### config.mk
export PLATFORM = sky130hd
export DESIGN_NAME = obuf_ctrl_flat
export DESIGN_NICKNAME = d
export VERILOG_FILES = /design/src/rtl/obuf_pkg.sv /design/src/rtl/obuf_if.sv /design/src/rtl/obuf_skid.sv /design/src/rtl/obuf_ctrl.sv /design/src/flat_wrapper.sv
export SDC_FILE = /design/constraint.sdc
export NUM_CORES = 1
export LEC_CHECK = 0
export BUFFER_PORTS_ARGS = -buffer_cell sky130_fd_sc_hd__buf_2
export CAP_MARGIN = 30
export CORE_MARGIN = 8
export CORE_UTILIZATION = 51
export CTS_BUF_LIST = sky130_fd_sc_hd__clkbuf_4 sky130_fd_sc_hd__clkbuf_8
export DETAILED_ROUTE_END_ITERATION = 16
export PLACE_DENSITY_LB_ADDON = 0.2
export SLEW_MARGIN = 20
export SYNTH_ARGS = -nofsm -noshare
export SYNTH_HDL_FRONTEND = slang
export SYNTH_SLANG_ARGS = --single-unit
### constraint.sdc
create_clock -name i_clk -period 3.45 [get_ports i_clk]
set_clock_uncertainty 0.05 [all_clocks]
set_input_delay 0.1725 -clock i_clk [delete_from_list [all_inputs] [get_ports i_clk]]
set_output_delay 0.1725 -clock i_clk [all_outputs]
set_load 0.02 [all_outputs]
### src/rtl/obuf_pkg.sv
// Shared types and sizing for the output-buffer controller.
//   VEC_WIDTH : RAM word width (16 x INT4)
//   ARR_DEPTH : RAM depth, power of two
//   ADDR_W    : address width derived from ARR_DEPTH
package obuf_pkg;

  localparam int unsigned VEC_WIDTH = 64;
  localparam int unsigned ARR_DEPTH = 64;
  localparam int unsigned ADDR_W    = $clog2(ARR_DEPTH);

  localparam logic [ADDR_W-1:0] LAST_ADDR = ADDR_W'(ARR_DEPTH - 1);

  typedef enum logic [1:0] {
    ST_IDLE,
    ST_DRAIN,
    ST_FLUSH,
    ST_DONE
  } obuf_state_e;

  // One skid-buffer entry: read word plus the address it came from.
  typedef struct packed {
    logic [VEC_WIDTH-1:0] data;
    logic [ADDR_W-1:0]    addr;
  } skid_entry_t;

endpackage

### src/rtl/obuf_if.sv
// Bundle of PPU write, drain control, RAM port, readout stream and status.
//   slave  : controller view (i_* inputs, o_* outputs)
//   master : environment view (PPU, RAM, readout sink)
interface obuf_if;
  import obuf_pkg::*;

  logic                 i_wr_en;
  logic [ADDR_W-1:0]    i_wr_addr;
  logic [VEC_WIDTH-1:0] i_wr_data;
  logic                 i_mtrx_done;

  logic                 o_ram_we;
  logic [ADDR_W-1:0]    o_ram_addr;
  logic [VEC_WIDTH-1:0] o_ram_data;
  logic [VEC_WIDTH-1:0] i_ram_q;

  logic                 o_rd_valid;
  logic                 i_rd_ready;
  logic [VEC_WIDTH-1:0] o_rd_data;
  logic [ADDR_W-1:0]    o_rd_addr;
  logic                 o_rd_last;

  logic                 o_busy;
  logic                 o_drain_done;
  logic                 o_err;

  modport slave (
    input  i_wr_en, i_wr_addr, i_wr_data, i_mtrx_done, i_ram_q, i_rd_ready,
    output o_ram_we, o_ram_addr, o_ram_data, o_rd_valid, o_rd_data,
           o_rd_addr, o_rd_last, o_busy, o_drain_done, o_err
  );

  modport master (
    output i_wr_en, i_wr_addr, i_wr_data, i_mtrx_done, i_ram_q, i_rd_ready,
    input  o_ram_we, o_ram_addr, o_ram_data, o_rd_valid, o_rd_data,
           o_rd_addr, o_rd_last, o_busy, o_drain_done, o_err
  );

endinterface

### src/rtl/obuf_skid.sv
// Two-entry FIFO absorbing the RAM read latency on the readout stream.
//   push/push_entry : write one entry (ignored when full and not popping)
//   pop             : remove head (ignored when empty)
//   occ             : occupancy 0..2
//   head            : oldest entry, held stable until popped
module obuf_skid
  import obuf_pkg::*;
(
  input  logic        i_clk,
  input  logic        i_rst_n,
  input  logic        push,
  input  skid_entry_t push_entry,
  input  logic        pop,
  output logic [1:0]  occ,
  output skid_entry_t head
);

  skid_entry_t slot0;
  skid_entry_t slot1;
  logic [1:0]  occ_q;
  logic        do_pop;
  logic        do_push;

  assign do_pop  = pop && (occ_q != 2'd0);
  assign do_push = push && ((occ_q != 2'd2) || do_pop);
  assign occ     = occ_q;
  assign head    = slot0;

  // slot0 is always the head; slot1 shifts down on pop.
  always_ff @(posedge i_clk or negedge i_rst_n) begin
    if (!i_rst_n) begin
      slot0 <= '0;
      slot1 <= '0;
      occ_q <= 2'd0;
    end else begin
      case ({do_push, do_pop})
        2'b10: begin
          if (occ_q == 2'd0) slot0 <= push_entry;
          else               slot1 <= push_entry;
          occ_q <= occ_q + 2'd1;
        end
        2'b01: begin
          slot0 <= slot1;
          occ_q <= occ_q - 2'd1;
        end
        2'b11: begin
          if (occ_q == 2'd1) begin
            slot0 <= push_entry;
          end else begin
            slot0 <= slot1;
            slot1 <= push_entry;
          end
        end
        default: ;
      endcase
    end
  end

endmodule

### src/rtl/obuf_ctrl.sv
// Output-buffer controller: arbitrates the single-port output RAM between
// PPU writes (always win) and an in-order drain to a valid/ready stream.
//   i_clk, i_rst_n : clock, async active-low reset
//   bus (slave)    : PPU write, i_mtrx_done, RAM port, readout, status
module obuf_ctrl
  import obuf_pkg::*;
(
  input logic   i_clk,
  input logic   i_rst_n,
  obuf_if.slave bus
);

  obuf_state_e       state;
  obuf_state_e       state_nxt;
  logic [ADDR_W-1:0] rd_ptr;
  logic [ADDR_W-1:0] rd_ptr_nxt;
  logic [ADDR_W-1:0] inflight_addr;
  logic              inflight;
  logic              err;
  logic              err_nxt;
  logic              busy;
  logic              drain_done;

  logic [1:0]        occ;
  skid_entry_t       head;
  skid_entry_t       push_entry;

  logic              rd_valid;
  logic              pop_c;
  logic              issue_c;
  logic              late_wr_c;
  logic [2:0]        credit_c;

  logic              ram_we_c;
  logic [ADDR_W-1:0] ram_addr_c;
  logic [VEC_WIDTH-1:0] ram_data_c;

  assign rd_valid = (occ != 2'd0);
  assign pop_c    = rd_valid & bus.i_rd_ready;

  // Entries the skid buffer will hold once the in-flight read lands;
  // pop never exceeds occ so this cannot underflow.
  assign credit_c = 3'(occ) + 3'(inflight) - 3'(pop_c);
  assign issue_c  = (state == ST_DRAIN) && !bus.i_wr_en && (credit_c < 3'd2);

  assign late_wr_c = bus.i_wr_en && ((state == ST_DRAIN) || (state == ST_FLUSH))
                     && (bus.i_wr_addr < rd_ptr);

  // Next-state, read pointer and sticky error.
  always_comb begin
    state_nxt  = state;
    rd_ptr_nxt = rd_ptr;
    err_nxt    = err;
    case (state)
      ST_IDLE: begin
        if (bus.i_mtrx_done) begin
          state_nxt  = ST_DRAIN;
          rd_ptr_nxt = '0;
          err_nxt    = 1'b0;
        end
      end
      ST_DRAIN: begin
        if (issue_c && (rd_ptr == LAST_ADDR)) state_nxt = ST_FLUSH;
      end
      ST_FLUSH: begin
        // Empty after this cycle's pop and nothing left to land.
        if (!inflight && (occ == 2'(pop_c))) state_nxt = ST_DONE;
      end
      ST_DONE:  state_nxt = ST_IDLE;
      default:  state_nxt = ST_IDLE;
    endcase
    if (issue_c && (rd_ptr != LAST_ADDR)) rd_ptr_nxt = rd_ptr + ADDR_W'(1);
    if (bus.i_mtrx_done && (state != ST_IDLE)) err_nxt = 1'b1;
    if (late_wr_c) err_nxt = 1'b1;
  end

  always_ff @(posedge i_clk or negedge i_rst_n) begin
    if (!i_rst_n) begin
      state         <= ST_IDLE;
      rd_ptr        <= '0;
      inflight      <= 1'b0;
      inflight_addr <= '0;
      err           <= 1'b0;
      busy          <= 1'b0;
      drain_done    <= 1'b0;
    end else begin
      state      <= state_nxt;
      rd_ptr     <= rd_ptr_nxt;
      inflight   <= issue_c;
      err        <= err_nxt;
      busy       <= (state_nxt != ST_IDLE);
      drain_done <= (state_nxt == ST_DONE);
      if (issue_c) inflight_addr <= rd_ptr;
    end
  end

  // RAM port mux: a PPU write owns the port in any state.
  always_comb begin
    ram_we_c   = 1'b0;
    ram_addr_c = '0;
    ram_data_c = '0;
    if (bus.i_wr_en) begin
      ram_we_c   = 1'b1;
      ram_addr_c = bus.i_wr_addr;
      ram_data_c = bus.i_wr_data;
    end else if (state == ST_DRAIN) begin
      ram_addr_c = rd_ptr;
    end
  end

  assign push_entry = '{data: bus.i_ram_q, addr: inflight_addr};

  obuf_skid u_skid (
    .i_clk      (i_clk),
    .i_rst_n    (i_rst_n),
    .push       (inflight),
    .push_entry (push_entry),
    .pop        (pop_c),
    .occ        (occ),
    .head       (head)
  );

  assign bus.o_ram_we     = ram_we_c;
  assign bus.o_ram_addr   = ram_addr_c;
  assign bus.o_ram_data   = ram_data_c;
  assign bus.o_rd_valid   = rd_valid;
  assign bus.o_rd_data    = head.data;
  assign bus.o_rd_addr    = head.addr;
  assign bus.o_rd_last    = rd_valid && (head.addr == LAST_ADDR);
  assign bus.o_busy       = busy;
  assign bus.o_drain_done = drain_done;
  assign bus.o_err        = err;

endmodule

### src/flat_wrapper.sv
// flat-port wrapper written by rule: the top's interface ports become plain ports
module obuf_ctrl_flat import obuf_pkg::*;
  (i_clk, i_rst_n, bus_i_wr_en, bus_i_wr_addr, bus_i_wr_data, bus_i_mtrx_done, bus_i_ram_q, bus_i_rd_ready, bus_o_ram_we, bus_o_ram_addr, bus_o_ram_data, bus_o_rd_valid, bus_o_rd_data, bus_o_rd_addr, bus_o_rd_last, bus_o_busy, bus_o_drain_done, bus_o_err);
  obuf_if bus_i ();
  input logic i_clk;
  input logic i_rst_n;
  input wire logic [$bits(bus_i.i_wr_en)-1:0] bus_i_wr_en;
  input wire logic [$bits(bus_i.i_wr_addr)-1:0] bus_i_wr_addr;
  input wire logic [$bits(bus_i.i_wr_data)-1:0] bus_i_wr_data;
  input wire logic [$bits(bus_i.i_mtrx_done)-1:0] bus_i_mtrx_done;
  input wire logic [$bits(bus_i.i_ram_q)-1:0] bus_i_ram_q;
  input wire logic [$bits(bus_i.i_rd_ready)-1:0] bus_i_rd_ready;
  output wire logic [$bits(bus_i.o_ram_we)-1:0] bus_o_ram_we;
  output wire logic [$bits(bus_i.o_ram_addr)-1:0] bus_o_ram_addr;
  output wire logic [$bits(bus_i.o_ram_data)-1:0] bus_o_ram_data;
  output wire logic [$bits(bus_i.o_rd_valid)-1:0] bus_o_rd_valid;
  output wire logic [$bits(bus_i.o_rd_data)-1:0] bus_o_rd_data;
  output wire logic [$bits(bus_i.o_rd_addr)-1:0] bus_o_rd_addr;
  output wire logic [$bits(bus_i.o_rd_last)-1:0] bus_o_rd_last;
  output wire logic [$bits(bus_i.o_busy)-1:0] bus_o_busy;
  output wire logic [$bits(bus_i.o_drain_done)-1:0] bus_o_drain_done;
  output wire logic [$bits(bus_i.o_err)-1:0] bus_o_err;
  assign bus_i.i_wr_en = bus_i_wr_en;
  assign bus_i.i_wr_addr = bus_i_wr_addr;
  assign bus_i.i_wr_data = bus_i_wr_data;
  assign bus_i.i_mtrx_done = bus_i_mtrx_done;
  assign bus_i.i_ram_q = bus_i_ram_q;
  assign bus_i.i_rd_ready = bus_i_rd_ready;
  assign bus_o_ram_we = bus_i.o_ram_we;
  assign bus_o_ram_addr = bus_i.o_ram_addr;
  assign bus_o_ram_data = bus_i.o_ram_data;
  assign bus_o_rd_valid = bus_i.o_rd_valid;
  assign bus_o_rd_data = bus_i.o_rd_data;
  assign bus_o_rd_addr = bus_i.o_rd_addr;
  assign bus_o_rd_last = bus_i.o_rd_last;
  assign bus_o_busy = bus_i.o_busy;
  assign bus_o_drain_done = bus_i.o_drain_done;
  assign bus_o_err = bus_i.o_err;
  obuf_ctrl u_core (.i_clk(i_clk), .i_rst_n(i_rst_n), .bus(bus_i));
endmodule
# [Word level (Yosys, flattened, before mapping)]
# Index checks and enable logic that the tools add are counted.
[totals] rom_bits=0 ram_bits=0 inputBits=139 latchBits=0 output_inout_bits=146 regBits=160 n_memories=0
[classes] addsub=5 bitwise_logic=1 mul=0 div_mod_pow=0 shift=0 n_eq_ne=16 reduce_logical=31 mux=22 n_lt_le_gt_ge=2
[op_table] op="$mux W70" n=4
[op_table] op="$pmux W70 S3" n=1
[op_table] op="$pmux W70 S2" n=1
[op_table] op="$mux W64" n=1
[op_table] op="$mux W6" n=5
[op_table] op="$reduce_bool A2 Y1" n=7
[op_table] op="$eq A6 B6 Y1 const B" n=2
[op_table] op="$logic_and A1 B1 Y1" n=11
[op_table] op="$eq A2 B2 Y1 const B" n=5
[op_table] op="$reduce_bool A3 Y1" n=3
[op_table] op="$ne A2 B2 Y1 const B" n=4
[op_table] op="$pmux W2 S4" n=1
[op_table] op="$add A6 B1 Y6 const B" n=1
[op_table] op="$eq A2 B1 Y1 const B" n=3
[op_table] op="$lt A6 B6 Y1" n=1
[op_table] op="$mux W2" n=3
[op_table] op="$ne A6 B6 Y1 const B" n=1
[op_table] op="$reduce_and A2 Y1" n=3
[op_table] op="$mux W1" n=5
[op_table] op="$logic_not A2 Y1" n=2
[op_table] op="$pmux W2 S2" n=1
[op_table] op="$add A2 B1 Y3" n=1
[op_table] op="$lt A3 B2 Y1 const B" n=1
[op_table] op="$reduce_and A3 Y1" n=1
[op_table] op="7 further kinds" n=9

# [Logic depth before layout (Yosys ltp)]
[logic_depth] word_depth=9 mapped_depth=12 mapped_depth_nobuf=12

# [Modules after synthesis]
# From an unflattened synthesis, not the netlist that was laid out.
[hier_totals] cells_unflattened=772 hier_area_um2=8363.0
[by_module_without_submodules] module="obuf_skid" cells_each=576 area_per_inst_um2=6824.0 instances=1
[by_module_without_submodules] module="obuf_ctrl" cells_each=196 area_per_inst_um2=1539.0 instances=1

# [Worst setup path after synthesis]
# Ideal clock, no wire load.
[synth_timing] kind="register to register" from="register u_core.u_skid.occ_q[1] (netlist: u_core.u_skid.occ[1])" to="register u_core.rd_ptr[5]" slack_ns=0.581 arrival_time_ns=2.693 synth_period_minus_slack_ns=2.869 path_stages_with_launch=13 path_buffers=0 setup_ns=0.126 t_required_ns=3.274 path_cell_list="dfrtp_1 -> inv_1 -> ha_1 -> nand2b_4 -> inv_4 -> ha_1 -> nand2b_1 -> fa_1 -> nand3b_1 -> or2_4 -> inv_6 -> a21boi_2 -> a221o_1"
[synth_via] elab_chain_cells=8 word_cells_on_any_way=11 classes_between="add/sub: 2; order compare: 1; mux: 1; bitwise: 1; reduce/logical: 6"
[synth_rtl] element="start: declaration" line_no="obuf_skid.sv:20" source="logic [1:0] occ_q;"
[synth_rtl] element="start signal: assignment" line_no="obuf_skid.sv:40" source="occ_q <= occ_q + 2'd1;"
[synth_rtl] element="start signal: assignment" line_no="obuf_skid.sv:44" source="occ_q <= occ_q - 2'd1;"
[synth_rtl] element="parallel branches: the longest is 2 deep, another holds $add A2 B1 Y3"
[synth_rtl] element="$sub A3 B1 Y3 *" line_no="obuf_ctrl.sv:43" source="assign credit_c = 3'(occ) + 3'(inflight) - 3'(pop_c);"
[synth_rtl] element="$lt A3 B2 Y1 *" line_no="obuf_ctrl.sv:44" source="assign issue_c = (state == ST_DRAIN) && !bus.i_wr_en && (credit_c < 3'd2);"
[synth_rtl] element="$logic_and A1 B1 Y1 *" line_no="obuf_ctrl.sv:44"
[synth_rtl] element="via u_core.issue_c" line_no="obuf_ctrl.sv:30" source="logic issue_c;"
[synth_rtl] element="$logic_and A1 B1 Y1 *" line_no="obuf_ctrl.sv:72" source="if (issue_c && (rd_ptr != LAST_ADDR)) rd_ptr_nxt = rd_ptr + ADDR_W'(1);"
[synth_rtl] element="$reduce_bool A2 Y1 (no source line)"
[synth_rtl] element="$reduce_and A2 Y1 (no source line)"
[synth_rtl] element="end signal: assignment" line_no="obuf_ctrl.sv:88" source="rd_ptr <= rd_ptr_nxt;"
[synth_rtl] element="end: declaration" line_no="obuf_ctrl.sv:15" source="logic [ADDR_W-1:0] rd_ptr;"
# Mark *: on every way through the listed nets, which the timed path passes.
# A chain may end at the register's enable or synchronous reset.

# [Final worst setup path]
# Same ends and word-level chain as after synthesis.

==> out/qor.yml <==
sta:
  slew_viol_final: 0
  period_needed_ns: 3.21
  worst_slack_ns: 0.241
  finalCritPeriodShare: 0.930
  worst_pin_slew_ns: 0.725
  rsz0062_at_grt: "no"
  finalSetupViolations: 0
  slew-limit-headroom: 0.517
  fmaxAchievable_ghz: 0.312
  hold_viol: 0
  fin_setup_tns_ns: 0
global_route:
  grt_pass1_wl_mm: 33.4
  antenna_found_initial: 2
  groute.usage.overall: 0.216
  grt_overflow: 0
  grt_pass1_vias: 6284
  grt_max_degree: 99
job:
  cap_violations: 0
synth:
  synthFlopType: "dfrtp_1"
  ys_seq_elements: 160
  ys_top_cells_by_count: "dfrtp_1, nand2_1, mux2_2, mux2i_1, and2_1"
  synth_enable_flop_cells: 0
  ys_seq_area_frac: 0.526
  synth.most_common_cell: "dfrtp_1"
  syn_avg_cell_area_um2: 11.3
  yosys.area.top_type: "dfrtp_1"
  synthArstFlopShare: 1.00
  synth_top_area_frac: 0.526
  synthTopCellsByArea: "dfrtp_1, mux2_2, mux2i_1"
  syn_inst: 672
  synth.cell_area_um2: 7620
  synth_nets: 825
  ys_warn_count: 0
  synth_cell_types: 47
clock_tree:
  cts.sinks: 160
  h-tree-depth: 4
  clk_pin_slew_ns: 0.08
  cts_resized: 0
  ctsLongestPathBuffers: 2
  cts.root.buffer_cell: "clkbuf_8"
  ctsHoldBuffers: 65
  postCtsSetupRepairBufs: 0
  cts_buffers: 17
  cts_tree: "yes"
  insertion_delay_ns: 0.43
drt:
  wirelength_mm: 20.5
  via_per_inst: 4.96
  wl_per_cell_um: 17.1
  ant_nets: 0
  drt-initial-drc-count: 360
  drc: 0
  first_pass_iters: 4
  vias: 5964
pwr:
  swShare: 0.374
  vdd_ir_drop_max_mv: 0.322
  p_clk_frac: 0.174
  p_int_mw: 4.68
  p_total_mw: 7.48
  pwr-share-seq: 0.408
  combPwrFrac: 0.417
  total_leakage_power_nw: 5.37
  powerDensity_nw_per_um2: 736
  net-switching-power_mw: 2.80
placed_design:
  port_buffers: 284
  hpwl_mm: 15.1
  gp_congestion: 0.847
  dp_slack_ns: 0.248
min_path:
  hold_path_class: "in -> reg"
final_layout:
  fillers: 1109
  seq_area_um2: 4000
  layout-drive-gt1-share: 0.395
  nets: 1162
  area_growth_syn_to_layout_pct: 33.4
  multi_input_area_um2: 3280
setup_path:
  worstSetupEndpoint: "u_core.rd_ptr[5]"
  worst_r2r_path_depth: 12
  crit_path_max_fanout: 12
  cp.required_ns: 3.71
  rrSetupSlack_ns: 0.24
  crit_type: "reg -> reg"
  r2r-start: "u_core.u_skid.occ[1]"
  critPathCaptureType: "flip-flop"
  worstPathArrival_ns: 3.47
  r2r_end: "u_core.rd_ptr[5]"
  critPathLaunchType: "flip-flop"
  crit_start: "u_core.u_skid.occ[1]"
floorplanning:
  die_h_um: 138
  die_area_um2: 19100
  num_rows: 44
  ioPinCount: 285
  die_w_um: 138
  initial_core_util: 0.522
  core_um2: 14600
run_status:
  status: "complete, no violations"
==> critical path: stages, from the launching register on <==
cell and delay [ns]:
dfrtp_1 0.51, inv_1 0.10, ha_1 0.27, nand2b_4 0.20, inv_4 0.11, ha_1 0.23, nand2b_1 0.17, fa_1 0.50
nand3b_1 0.10, or2_4 0.32, inv_6 0.10, a21boi_2 0.08, a221o_1 0.35
==> cells in the final DEF, fill, tap and decap left out, drive strengths merged, types with 2 or more instances in the layout <==
cell type / netlist / final
nor2: 7 / 7
clkbuf: 14 / 21
nand2: 96 / 96
a21oi: 7 / 7
buf: 27 / 294
xor2: 2 / 2
bufinv: 0 / 2
nand4: 2 / 2
nor3: 4 / 4
and2: 65 / 65
mux2i: 72 / 72
a21boi: 2 / 2
xnor2: 3 / 3
o21ai: 86 / 86
clkinv: 0 / 3
dfrtp: 160 / 160
nand2b: 4 / 4
a22o: 2 / 2
ha: 13 / 13
dlygate4sd3: 0 / 65
nand3: 4 / 4
and3: 3 / 3
mux2: 72 / 72
inv: 14 / 14
==> state kept, by name, indices dropped and copies added (netlist names) <==
register	cells
u_core.u_skid.head	70
u_core.u_skid.slot1	70
u_core.inflight_addr	6
u_core.rd_ptr	6
u_core.state	2
u_core.u_skid.occ	2
u_core.bus.o_busy	1
u_core.bus.o_drain_done	1
u_core.bus.o_err	1
u_core.inflight	1
==> through the flow <==
step	utilization	instances	hold WS (ns)	area, µm²
after floorplan	-	672	-0.173	7620
after global placement	0.625	1108	0.209	9110
after detailed placement	0.625	1108	0.212	9110
after CTS	0.694	1200	0.0291	10100
after global routing	0.696	1202	0.0531	10200
final	0.696	1202	0.0526	10200
==> per-layer routing <==
layer	global-route usage	vias to the layer above	routed length, µm
li1	-	2964	-
met1	0.246	2785	8270
met2	0.376	199	10700
met3	0.0719	14	1330
met4	0.0612	2	249
met5	0	-	10
==> worst min path at each step <==
stage,from,to,slack (ns),depth (start not counted)
2_1_floorplan,i_rst_n,u_core.bus.o_busy,-0.17,0
3_3_place_gp,i_rst_n,u_core.u_skid.head[45],0.21,1
3_5_place_dp,i_rst_n,u_core.u_skid.head[45],0.21,1
4_1_cts,bus_i_mtrx_done,u_core.rd_ptr[1],0.03,4
5_1_grt,bus_i_mtrx_done,u_core.state[0],0.05,3
6_report,bus_i_mtrx_done,u_core.rd_ptr[1],0.05,4
==> final cells by class <==
type,instances,area share
timing repair buffer,359,0.218
antenna,1,0.000246
clock buffer,21,0.0278
tap,184,0.0227
inverter,14,0.00591
multi-input combinational,457,0.323
clock inverter,6,0.00850
sequential,160,0.394
==> power groups by stage <==
stage / registers [mW] / clock network [mW] / logic (mW)
3_5_place_dp: 3.09 / 0 / 3.10
3_3_place_gp: 3.06 / 0 / 3.01
4_1_cts: 3.05 / 1.35 / 3.16
2_1_floorplan: 3.44 / 0 / 1.84
5_1_grt: 3.16 / 1.44 / 3.41
6_report: 3.05 / 1.30 / 3.12
==> kinds of logic after synthesis <==
group,after synthesis,share of synthesized area
compound gates,104,0.0749
xor+xnor,5,0.00575
buf+inv,55,0.0443
simple gates,190,0.124
fa+ha+maj,14,0.0240
mux,144,0.201
flops,160,0.526
(Power assumes the default switching activity.)
